<file path="src/rtl/sha256_pkg.sv">
// rtl/sha256_pkg.sv - shared SHA-256 types, sizes, schedule FSM states and sigma functions
// Contents: word_t, ROUNDS, WIN, ws_state_e, sig0(), sig1()
package sha256_pkg;

    typedef logic [31:0] word_t;

    localparam int ROUNDS = 64;
    localparam int WIN    = 16;

    typedef enum logic [1:0] {
        WS_IDLE,
        WS_RUN,
        WS_DONE
    } ws_state_e;

    // sigma0: ROTR7 ^ ROTR18 ^ SHR3
    function automatic word_t sig0(input word_t x);
        return {x[6:0], x[31:7]} ^ {x[17:0], x[31:18]} ^ {3'b000, x[31:3]};
    endfunction

    // sigma1: ROTR17 ^ ROTR19 ^ SHR10
    function automatic word_t sig1(input word_t x);
        return {x[16:0], x[31:17]} ^ {x[18:0], x[31:19]} ^ {10'b0, x[31:10]};
    endfunction

endpackage

</file>
<file path="src/rtl/w_schedule_if.sv">
// rtl/w_schedule_if.sv - strobe/data bundle between round controller and message schedule
// Signals: init, next, block[511:0] (controller -> schedule); w_i, round, busy, done (schedule -> controller)
interface w_schedule_if;
    import sha256_pkg::*;

    logic         init;
    logic         next;
    logic [511:0] block;
    word_t        w_i;
    logic [5:0]   round;
    logic         busy;
    logic         done;

    modport master (
        output init, next, block,
        input  w_i, round, busy, done
    );

    modport slave (
        input  init, next, block,
        output w_i, round, busy, done
    );
endinterface

</file>
<file path="src/rtl/w_expand.sv">
// rtl/w_expand.sv - combinational SHA-256 schedule expansion word
// Ports: w0, w1, w9, w14 in (window taps); w_new out = sig1(w14) + w9 + sig0(w1) + w0 mod 2^32
module w_expand
    import sha256_pkg::*;
(
    input  word_t w0,
    input  word_t w1,
    input  word_t w9,
    input  word_t w14,
    output word_t w_new
);
    assign w_new = sig1(w14) + w9 + sig0(w1) + w0;
endmodule

</file>
<file path="src/rtl/w_schedule.sv">
// rtl/w_schedule.sv - SHA-256 message schedule: 16-word sliding window, round counter, FSM
// Ports: clk, Reset (sync, active-high), bus (w_schedule_if.slave: init/next/block in, w_i/round/busy/done out)
module w_schedule
    import sha256_pkg::*;
(
    input  logic          clk,
    input  logic          Reset,
    w_schedule_if.slave   bus
);
    ws_state_e  state, state_n;
    word_t      win [WIN];
    logic [5:0] round;
    logic       load;
    logic       adv;
    word_t      w_new;

    w_expand u_expand (
        .w0    (win[0]),
        .w1    (win[1]),
        .w9    (win[9]),
        .w14   (win[14]),
        .w_new (w_new)
    );

    // init is honoured in every state and shadows a coincident next
    always_comb begin
        state_n = state;
        load    = 1'b0;
        adv     = 1'b0;
        if (bus.init) begin
            load    = 1'b1;
            state_n = WS_RUN;
        end else if (bus.next && state == WS_RUN) begin
            adv = 1'b1;
            if (round == 6'(ROUNDS - 1)) begin
                state_n = WS_DONE;
            end
        end
    end

    always_ff @(posedge clk) begin
        if (Reset) begin
            state <= WS_IDLE;
            round <= '0;
            for (int k = 0; k < WIN; k++) begin
                win[k] <= '0;
            end
        end else begin
            state <= state_n;
            if (load) begin
                round <= '0;
                for (int k = 0; k < WIN; k++) begin
                    win[k] <= bus.block[511 - 32*k -: 32];
                end
            end else if (adv) begin
                // 6-bit counter wraps 63 -> 0 on the final advance
                round <= round + 6'd1;
                for (int k = 0; k < WIN - 1; k++) begin
                    win[k] <= win[k+1];
                end
                win[WIN-1] <= w_new;
            end
        end
    end

    assign bus.w_i   = win[0];
    assign bus.round = round;
    assign bus.busy  = (state == WS_RUN);
    assign bus.done  = (state == WS_DONE);
endmodule

</file>
<file path="src/flat_wrapper.sv">
// flat-port wrapper written by rule: the top's interface ports become plain ports
module w_schedule_flat import sha256_pkg::*;
  (clk, Reset, bus_init, bus_next, bus_block, bus_w_i, bus_round, bus_busy, bus_done);
  w_schedule_if bus_i ();
  input  logic clk;
  input  logic Reset;
  input wire logic [$bits(bus_i.init)-1:0] bus_init;
  input wire logic [$bits(bus_i.next)-1:0] bus_next;
  input wire logic [$bits(bus_i.block)-1:0] bus_block;
  output wire logic [$bits(bus_i.w_i)-1:0] bus_w_i;
  output wire logic [$bits(bus_i.round)-1:0] bus_round;
  output wire logic [$bits(bus_i.busy)-1:0] bus_busy;
  output wire logic [$bits(bus_i.done)-1:0] bus_done;
  assign bus_i.init = bus_init;
  assign bus_i.next = bus_next;
  assign bus_i.block = bus_block;
  assign bus_w_i = bus_i.w_i;
  assign bus_round = bus_i.round;
  assign bus_busy = bus_i.busy;
  assign bus_done = bus_i.done;
  w_schedule u_core (.clk(clk), .Reset(Reset), .bus(bus_i));
endmodule
</file>
<file path="config.mk">
export PLATFORM = sky130hd
export DESIGN_NAME = w_schedule_flat
export DESIGN_NICKNAME = d
export VERILOG_FILES = /design/src/rtl/sha256_pkg.sv /design/src/rtl/w_schedule_if.sv /design/src/rtl/w_expand.sv /design/src/rtl/w_schedule.sv /design/src/flat_wrapper.sv
export SDC_FILE = /design/constraint.sdc
export NUM_CORES = 1
export LEC_CHECK = 0
export CAP_MARGIN = 20
export CORE_AREA = 2 2 228 230
export CTS_BUF_LIST = sky130_fd_sc_hd__clkbuf_8
export CTS_CLUSTER_DIAMETER = 40
export DETAILED_ROUTE_END_ITERATION = 8
export DIE_AREA = 0 0 230 232
export MAX_ROUTING_LAYER = met4
export PLACE_DENSITY = 0.89
export SETUP_SLACK_MARGIN = 0.3
export SLEW_MARGIN = 10
export SYNTH_ARGS = -nofsm -noshare
export SYNTH_HDL_FRONTEND = slang
export SYNTH_SLANG_ARGS = --single-unit
export TNS_END_PERCENT = 100
</file>
<file path="constraint.sdc">
create_clock -name clk -period 16.77 [get_ports clk]
set_input_delay 2.5155 -clock clk [delete_from_list [all_inputs] [get_ports clk]]
set_output_delay 2.5155 -clock clk [all_outputs]
set_load 0.005 [all_outputs]
</file>
After elaboration in Yosys (flattened, before gate mapping)
Memory sizes are Yosys's and may differ from the RTL's.
Cells that the tools add are included.
- reduce and logical (&&, ||, !) cells: 7
- multiply operators: 0
- add/sub/neg operators: 4
- multiplexer cells: 47
- div/mod/pow operators: 0
- bitwise gates (word level): 36
- shift operators: 0
- $lt $le $gt $ge: 0
- eq/ne operators: 3
- operator list (operator ; count):
    32-bit two-way mux ; 32
    32-bit adder ; 3
    32-bit XOR ; 2
    1-bit bitwise OR ; 32
    32-bit by 22-bit XOR with 32-bit output ; 1
    32-bit by 29-bit XOR with 32-bit output ; 1
    1-bit two-way mux ; 15
    6-bit by 1-bit adder with 6-bit output (second input constant) ; 1
    6-bit == test (second input constant) ; 1
    2-bit AND reduction ; 2
    2-bit nonzero test ; 2
    2-bit OR reduction ; 2
    2-bit by 1-bit == test with 1-bit output (second input constant) ; 1
    2-bit == test (second input constant) ; 1
    1-bit logical AND ; 1
- register bits after elaboration: 8
- output and inout port bits: 40
- memory bits (read-only): 0
- RAM bits: 512
- bits in latches: 0
- memories kept: 1
- memories (memory ; words ; bits a word ; read ports ; clocked after memory_dff ; wr ports ; line ; source):
    u_core.win ; 16 ; 32 ; 16 ; 0 ; 16 ; w_schedule.sv:11 ; word_t win [WIN];

Depth between registers and ports, before layout
Gate-level depths: netlist of the first run.
- depth after elaboration: 9
- gate-level depth with buffers: 16

Modules after synthesis
Synthesis of the first run repeated with hierarchy kept, for this count alone.
- cells, all modules: 1750
- area, all modules: 25851.0 um2
- modules (own cells, without submodules) (module ; instances ; area each (um2) ; cells each):
    w_schedule ; 1 ; 21505.6 ; 1216
    w_expand ; 1 ; 4345.4 ; 534

Worst setup path before layout of the first run
Ideal clock, no wire load.
- path kind: input port to flip-flop
- start point: input port bus_init
- end point: memory u_core.win[0][0] in the netlist's numbering, enable pin
- arrival: 6.858 ns
- setup time: 1.976 ns
- cell stages on the path: 2
- setup slack: 7.937 ns
- path through: nor2_1 nand2_1
- RTL lines (element ; line ; source):
    start: declaration ; flat_wrapper.sv:7 ; input wire logic [$bits(bus_i.init)-1:0] bus_init;
    end: declaration ; w_schedule.sv:11 ;

==> impl_metrics.env, run 1 <==
export IMPL_start_util_pct=49.5
export IMPL_synthTopCellsByCount="sky130_fd_sc_hd__edfxtp_1 (512), sky130_fd_sc_hd__a22o_1 (455), sky130_fd_sc_hd__inv_1 (150)"
export IMPL_synth_xor_xnor_area_share_pct=5.18
export IMPL_cts_buffer_depth=3
export IMPL_final_antenna_net_count=0
export IMPL_dpl_cell_area_sq_um=31300
export IMPL_finalWeightedCongestion=1.01
export IMPL_clock_insertion_delay_worst_skew_ns=0.70
export IMPL_yosysWarningCount=0
export IMPL_power_density_normalized_to_cell_area_nw_per_um2=125
export IMPL_worstPathBufferInverterCount=4
export IMPL_maximum_number_of_pins_on_one_net_before_global_route_repair=114
export IMPL_max_freq_mhz=154
export IMPL_grt_pass1_wl_um=124000
export IMPL_coreArea_sq_um=50900
export IMPL_globalRouteOverflowTotal=0
export IMPL_p_leak_nw=13.1
export IMPL_synth_mux_area_fraction_pct=0.0794
export IMPL_ys_types=54
export IMPL_drt_iter0_markers=2315
export IMPL_slew_limit_headroom_pct=23.7
export IMPL_share_of_cells_above_drive_strength_1_pct=6.14
export IMPL_worst_setup_path_type="input port to flop"
export IMPL_mapped_cell_area_sq_um=25200
export IMPL_synth_flop_cell="sky130_fd_sc_hd__edfxtp_1"
export IMPL_cp_data_arrival_time_ns=7.01
export IMPL_grt_use_total_pct=33.7
export IMPL_std_cell_rows=83
export IMPL_startpoint_type="input port"
export IMPL_postRouteWirelength_um=89300
export IMPL_timing_critical_path_cells="clkdlybuf4s50_1 > or2_2 > nor2_4 > buf_4 > buf_4 > buf_4 > nand3b_1 > o211ai_1"
export IMPL_finalSetupTns_ns=0
export IMPL_critical_path_required_ns=17.28
export IMPL_path_clk_slew_ns=0.06
export IMPL_number_of_top_level_pins=556
export IMPL_syn_area_per_cell_sq_um=13.9
export IMPL_cts_repair_resized=0
export IMPL_numCtsBuffers=88
export IMPL_synth_most_common_cell="sky130_fd_sc_hd__edfxtp_1"
export IMPL_total_power_w=0.00413
export IMPL_synth_to_layout_area_growth_pct=30.7
export IMPL_syn_inst=1811
export IMPL_max_slew_worst_pin_slew_ns=1.14
export IMPL_final_min_period_over_clock_period_pct=38.8
export IMPL_yosysSeqAreaShare_pct=61.6
export IMPL_status="complete, no violations"
export IMPL_vdd_drop_max_uv=84.4
export IMPL_synth_simple_gate_area_share_pct=2.87
export IMPL_cts_max_level=3
export IMPL_synth_async_reset_ratio_pct=0
export IMPL_numClockSinks=520
export IMPL_hold_fix_buffer_count_after_cts=0
export IMPL_synth_top_cell_by_area="sky130_fd_sc_hd__edfxtp_1"
export IMPL_finalSetupViolCount=0
export IMPL_drc=0
export IMPL_synthDominantCellAreaShare_pct=61.0
export IMPL_antenna_found_initial=25
export IMPL_number_of_storage_elements_in_the_synthesis_netlist=520
export IMPL_routed_via_count=18445
export IMPL_compound_cell_area_share_of_the_yosys_netlist_pct=19.4
export IMPL_critical_path_top_delay_cell="sky130_fd_sc_hd__buf_4"
export IMPL_finish_net_count=2959
export IMPL_hp_class="flop to flop"
export IMPL_die_area_sq_um=53400
export IMPL_dieHeight_um=232
export IMPL_largest_family_of_logic_cells_by_synthesized_area="compound AO/OA/AOI/OAI gates"
export IMPL_cts_root_buf="sky130_fd_sc_hd__clkbuf_8"
export IMPL_unrepaired_setup_endpoints_after_global_routing="no"
export IMPL_place_port_buffers=555
export IMPL_worst_path_max_fanout=100
export IMPL_maxCapViolations=0
export IMPL_fp_dieW_um=230
export IMPL_post_cts_setup_buffer_count=0
export IMPL_min_period_ns=6.51
export IMPL_number_of_global_route_vias_before_repair=18625
export IMPL_dp_hpwl_um=66300
export IMPL_design_area_sq_um=33000
export IMPL_final_layout_worst_hold_slack_ns=0.464
export IMPL_crit_family="buffers and inverters"
export IMPL_yosys_area_share_adder_pct=6.51
export IMPL_fin_worst_skew_ns=0.0330
export IMPL_tritoncts_clock_tree="yes"
export IMPL_synth_enable_flop_cells=512
export IMPL_timing_critical_path_mode_cell="sky130_fd_sc_hd__buf_4"
export IMPL_worst_path_largest_cell_delay_ns=0.92
export IMPL_crit_path_end_kind="flop"
export IMPL_layout_filler_cells=3611
export IMPL_synth_top_cells_by_area="sky130_fd_sc_hd__edfxtp_1 (61%), sky130_fd_sc_hd__a22o_1 (16%), sky130_fd_sc_hd__fa_1 (4.9%), sky130_fd_sc_hd__xnor2_1 (4.2%), sky130_fd_sc_hd__inv_1 (2.2%)"
export IMPL_post_drt_wl_per_cell_um=28.6
export IMPL_avg_vias_per_cell=5.91
export IMPL_final_hold_violation_count=0
export IMPL_firstDrtPassIters=6
export IMPL_slew_violations=0
export IMPL_synthesis_nets=2421
[state kept, by name, summed over array words and instances, names as in the netlist]
name              flops
u_core.bus.round      6
u_core.state          2
u_core.win          512
[worst paths after layout]
| path | start | endpoint | slack (ns) | cells past startpoint |
|---|---|---|---|---|
| hold / removal | u_core.state[1] | u_core.state[1] | 0.46 | 2 |
| setup / recovery | Reset | u_core.win[15][30] | 10.26 | 8 |
| setup reg to reg | u_core.win[14][11] | u_core.win[15][25] | 11.88 | 16 |
| hold reg to reg | u_core.state[1] | u_core.state[1] | 0.46 | 2 |
[placed cells by master (no fill, tap or decap), drive strengths merged, types with 3 or more instances in the layout]
cell type        n
nand2           87
a21oi           37
edfxtp         512
inv            171
o21bai           5
a211oi           6
fa              62
or3              3
xor2            29
clkinv          40
nor3             5
o211ai           6
dfxtp            8
buf             21
o21ai           70
nand4           15
a22o           455
nand3            9
nor2            24
clkbuf          89
o2111ai          3
a21o             9
diode           27
ha              32
or2              3
xnor2          120
and3             3
clkdlybuf4s50  555
[worst register-to-register path, cell delays in order, from the launching register on]
cell,delay [ns]
sky130_fd_sc_hd__edfxtp_1,0.73
sky130_fd_sc_hd__xnor2_1,0.17
sky130_fd_sc_hd__xnor2_1,0.18
sky130_fd_sc_hd__fa_1,0.52
sky130_fd_sc_hd__inv_1,0.05
sky130_fd_sc_hd__fa_1,0.42
sky130_fd_sc_hd__inv_1,0.07
sky130_fd_sc_hd__ha_1,0.21
sky130_fd_sc_hd__inv_1,0.09
sky130_fd_sc_hd__fa_1,0.50
sky130_fd_sc_hd__and2b_4,0.29
sky130_fd_sc_hd__o2111ai_2,0.17
sky130_fd_sc_hd__a211oi_1,0.45
sky130_fd_sc_hd__nor2_2,0.14
sky130_fd_sc_hd__nor3_1,0.24
sky130_fd_sc_hd__o31ai_1,0.12
sky130_fd_sc_hd__a32o_1,0.30
[routing by layer]
layer  GRT usage [%]  wire length, um
met2            52.4            42800
met3            10.9             9690
met4            18.5             4900
met1            38.7            31900
met5               -                0
[metrics by stage]
stage	util [%]	worst slack, ns	std cells
floorplan	-	7.94	1811
global placement	61.5	9.70	2937
detailed placement	61.5	9.63	2937
CTS	64.5	10.32	3090
global route	64.8	10.00	3117
finish	64.8	10.26	3119
[cell type report]
cell class	instances	area [sq um]	area share, %
flip-flops and latches	520	15500	47.1
repair buffers	576	5750	17.4
clock inverters	64	348	1.06
multi-input cells	1013	8620	26.2
inverters	150	563	1.71
clock buffers	89	1220	3.72
diodes	27	67.6	0.205
well taps	680	851	2.58
[where the power goes]
part           total [W]  switching, W  internal [W]
Combinational    0.00144      0.000870      0.000567
Clock            0.00105      0.000535      0.000515
Sequential       0.00164     0.0000838       0.00156
Total            0.00413       0.00149       0.00264
[kinds of logic after synthesis]
family                     count (synthesis)
AOI/OAI and AO/OA                        607
xor gates and xnor gates                 149
adders and majority gates                 94
buffers and inverters                    278
DFF                                      520
muxes                                      2
and+or+nand+nor                          161
(Power assumes the default switching activity.)
==> inputs of run 2 (changes only) <==
--- a/config.mk
+++ b/config.mk
@@ -6,11 +6,11 @@
 export NUM_CORES = 1
 export LEC_CHECK = 0
 export CAP_MARGIN = 20
-export CORE_AREA = 2 2 228 230
+export CORE_AREA = 2 2 233 235
 export CTS_BUF_LIST = sky130_fd_sc_hd__clkbuf_8
 export CTS_CLUSTER_DIAMETER = 40
 export DETAILED_ROUTE_END_ITERATION = 8
-export DIE_AREA = 0 0 230 232
+export DIE_AREA = 0 0 235 237
 export MAX_ROUTING_LAYER = met4
 export PLACE_DENSITY = 0.89
 export SETUP_SLACK_MARGIN = 0.3
==> constraint.sdc (replaced) <==
create_clock -name clk -period 5.6 [get_ports clk]
set_input_delay 0.84 -clock clk [delete_from_list [all_inputs] [get_ports clk]]
set_output_delay 0.84 -clock clk [all_outputs]
set_load 0.005 [all_outputs]
==> run 2 against run 1 <==
  * Largest power group unchanged
  * Count of clock-buffer cells in the layout rose by 7
  * Sequential cell count unchanged
  * Die area up 4.4%
  * Cell area is 1.9% higher
  * Global-route usage fell by 0.85 points
  * Utilization shrank 1.8 points
  * Sequential share of layout area down 0.86 points
  * Worst hold slack improved by 0.017 ns
  * First-iteration DRC count increased by 1.6%
  * Final cell count grew 0.96%
==> impl_metrics.env, run 2 (synthesis results as in run 1) <==
export IMPL_maximum_number_of_pins_on_one_net_before_global_route_repair=148
export IMPL_commonest_non_fill_non_tap_cell_in_the_layout="sky130_fd_sc_hd__clkdlybuf4s50_1"
export IMPL_post_cts_setup_buffer_count=0
export IMPL_status="complete, no violations"
export IMPL_share_of_cells_above_drive_strength_1_pct=7.02
export IMPL_antenna_found_initial=17
export IMPL_postRouteWirelength_um=91000
export IMPL_finalSetupTns_ns=0
export IMPL_startpoint_type="flop"
export IMPL_place_port_buffers=555
export IMPL_finalSetupViolCount=0
export IMPL_avg_vias_per_cell=5.97
export IMPL_final_hold_violation_count=0
export IMPL_unrepaired_setup_endpoints_after_global_routing="no"
export IMPL_top_register_by_number_of_flip_flops="u_core.win"
export IMPL_worstPathBufferInverterCount=3
export IMPL_hp_class="flop to flop"
export IMPL_crit_family="adder cells"
export IMPL_number_of_top_level_pins=556
export IMPL_grt_pass1_wl_um=128000
export IMPL_pre_cts_slack_ns=0.987
export IMPL_std_cell_rows=85
export IMPL_timing_critical_path_cells="xnor2_1 > xnor2_1 > fa_1 > inv_1 > fa_1 > inv_1 > ha_1 > inv_1 > fa_1 > and2b_4 > o2111ai_2 > a21oi_1 > a21oi_1 > a21o_1 > or4_1 > nand3_1"
export IMPL_firstDrtPassIters=5
export IMPL_largest_register_ff_count=512
export IMPL_crit_path_end_kind="flop"
export IMPL_numCtsBuffers=95
export IMPL_layout_cells_non_filler=3149
export IMPL_cts_root_buf="sky130_fd_sc_hd__clkbuf_8"
export IMPL_synth_to_layout_area_growth_pct=33.2
export IMPL_power_density_normalized_to_cell_area_nw_per_um2=394
export IMPL_path_clk_slew_ns=0.06
export IMPL_max_freq_mhz=214
export IMPL_finish_net_count=2967
export IMPL_fp_dieW_um=235
export IMPL_drt_iter0_markers=2353
export IMPL_critical_path_required_ns=6.13
export IMPL_slew_violations=0
export IMPL_cts_repair_resized=0
export IMPL_coreArea_sq_um=53300
export IMPL_tritoncts_clock_tree="yes"
export IMPL_reg_top3="u_core.win (512), u_core.bus.round (6), u_core.state (2)"
export IMPL_final_antenna_net_count=0
export IMPL_dpl_cell_area_sq_um=31500
export IMPL_globalRouteOverflowTotal=0
export IMPL_p_leak_nw=13.3
export IMPL_max_slew_worst_pin_slew_ns=0.998
export IMPL_dp_hpwl_um=67500
export IMPL_worst_path_largest_cell_delay_ns=0.51
export IMPL_cp_data_arrival_time_ns=5.20
export IMPL_final_layout_worst_hold_slack_ns=0.480
export IMPL_drc=0
export IMPL_cts_max_level=3
export IMPL_die_area_sq_um=55700
export IMPL_post_place_cells=2956
export IMPL_worst_setup_path_type="flop to flop"
export IMPL_maxCapViolations=0
export IMPL_routed_via_count=18812
export IMPL_setup_slack_ns=0.931
export IMPL_hold_fix_buffer_count_after_cts=0
export IMPL_dieHeight_um=237
export IMPL_fin_worst_skew_ns=0.0441
export IMPL_design_area_sq_um=33600
export IMPL_cts_buffer_depth=3
export IMPL_start_util_pct=47.3
export IMPL_finalWeightedCongestion=1.09
export IMPL_final_min_period_over_clock_period_pct=83.4
export IMPL_layout_common_cells="sky130_fd_sc_hd__clkdlybuf4s50_1 (555), sky130_fd_sc_hd__edfxtp_1 (512), sky130_fd_sc_hd__a22o_1 (455)"
export IMPL_post_drt_wl_per_cell_um=28.9
export IMPL_grt_use_total_pct=32.8
export IMPL_slew_limit_headroom_pct=33.5
export IMPL_clock_insertion_delay_worst_skew_ns=0.71
export IMPL_min_period_ns=4.67
export IMPL_worst_path_max_fanout=4
export IMPL_numClockSinks=520
export IMPL_vdd_drop_max_uv=185
export IMPL_critical_path_top_delay_cell="sky130_fd_sc_hd__fa_1"
export IMPL_number_of_global_route_vias_before_repair=18836
-- run 2: stage by stage --
step           util [%]  power, W
4_1_cts            62.9    0.0132
2_1_floorplan         -   0.00750
3_3_place_gp       59.1   0.00917
3_5_place_dp       59.1   0.00918
5_1_grt            63.0    0.0138
6_report           63.0    0.0132
-- run 2: worst paths after layout --
| kind | start | endpoint | slack, ns | cells after the start |
|---|---|---|---|---|
| max | u_core.win[14][18] | u_core.win[15][31] | 0.93 | 16 |
| min | u_core.state[1] | u_core.state[1] | 0.48 | 2 |
| max reg2reg | u_core.win[14][18] | u_core.win[15][31] | 0.93 | 16 |
| min reg2reg | u_core.state[1] | u_core.state[1] | 0.48 | 2 |
-- run 2: cell type report --
type | count | area, sq um
well taps | 696 | 871
multi-input cells | 1013 | 8640
inverters | 150 | 563
fillers | 3920 | 19700
diodes | 16 | 40.0
clock buffers | 96 | 1320
clock inverters | 81 | 742
repair buffers | 577 | 5860
flip-flops and latches | 520 | 15500
-- run 2: routing by layer --
| layer | vias to the layer above | wire [um] | share of wire (%) | GRT usage, % |
|---|---|---|---|---|
| met4 | 0 | 3300 | 3.6 | 12.8 |
| met1 | 9324 | 34800 | 38 | 41.6 |
| met5 | - | 0 | 0 | - |
| met2 | 1224 | 43900 | 48 | 51.5 |
| li1 | 8080 | - | - | - |
| met3 | 184 | 9000 | 9.9 | 7.46 |
-- run 2: power breakdown --
| group | switching (W) | internal, W |
|---|---|---|
| logic | 0.00264 | 0.00171 |
| clock network | 0.00172 | 0.00223 |
| registers | 0.000240 | 0.00467 |
| total | 0.00460 | 0.00861 |
-- run 2: worst reg2reg max path, cell delays in order, from the launching register on --
cell and delay, ns:
sky130_fd_sc_hd__edfxtp_1 0.49, sky130_fd_sc_hd__xnor2_1 0.19, sky130_fd_sc_hd__xnor2_1 0.41, sky130_fd_sc_hd__fa_1 0.51
sky130_fd_sc_hd__inv_1 0.08, sky130_fd_sc_hd__fa_1 0.41, sky130_fd_sc_hd__inv_1 0.07, sky130_fd_sc_hd__ha_1 0.16
sky130_fd_sc_hd__inv_1 0.06, sky130_fd_sc_hd__fa_1 0.46, sky130_fd_sc_hd__and2b_4 0.27, sky130_fd_sc_hd__o2111ai_2 0.16
sky130_fd_sc_hd__a21oi_1 0.23, sky130_fd_sc_hd__a21oi_1 0.18, sky130_fd_sc_hd__a21o_1 0.23, sky130_fd_sc_hd__or4_1 0.51
sky130_fd_sc_hd__nand3_1 0.11
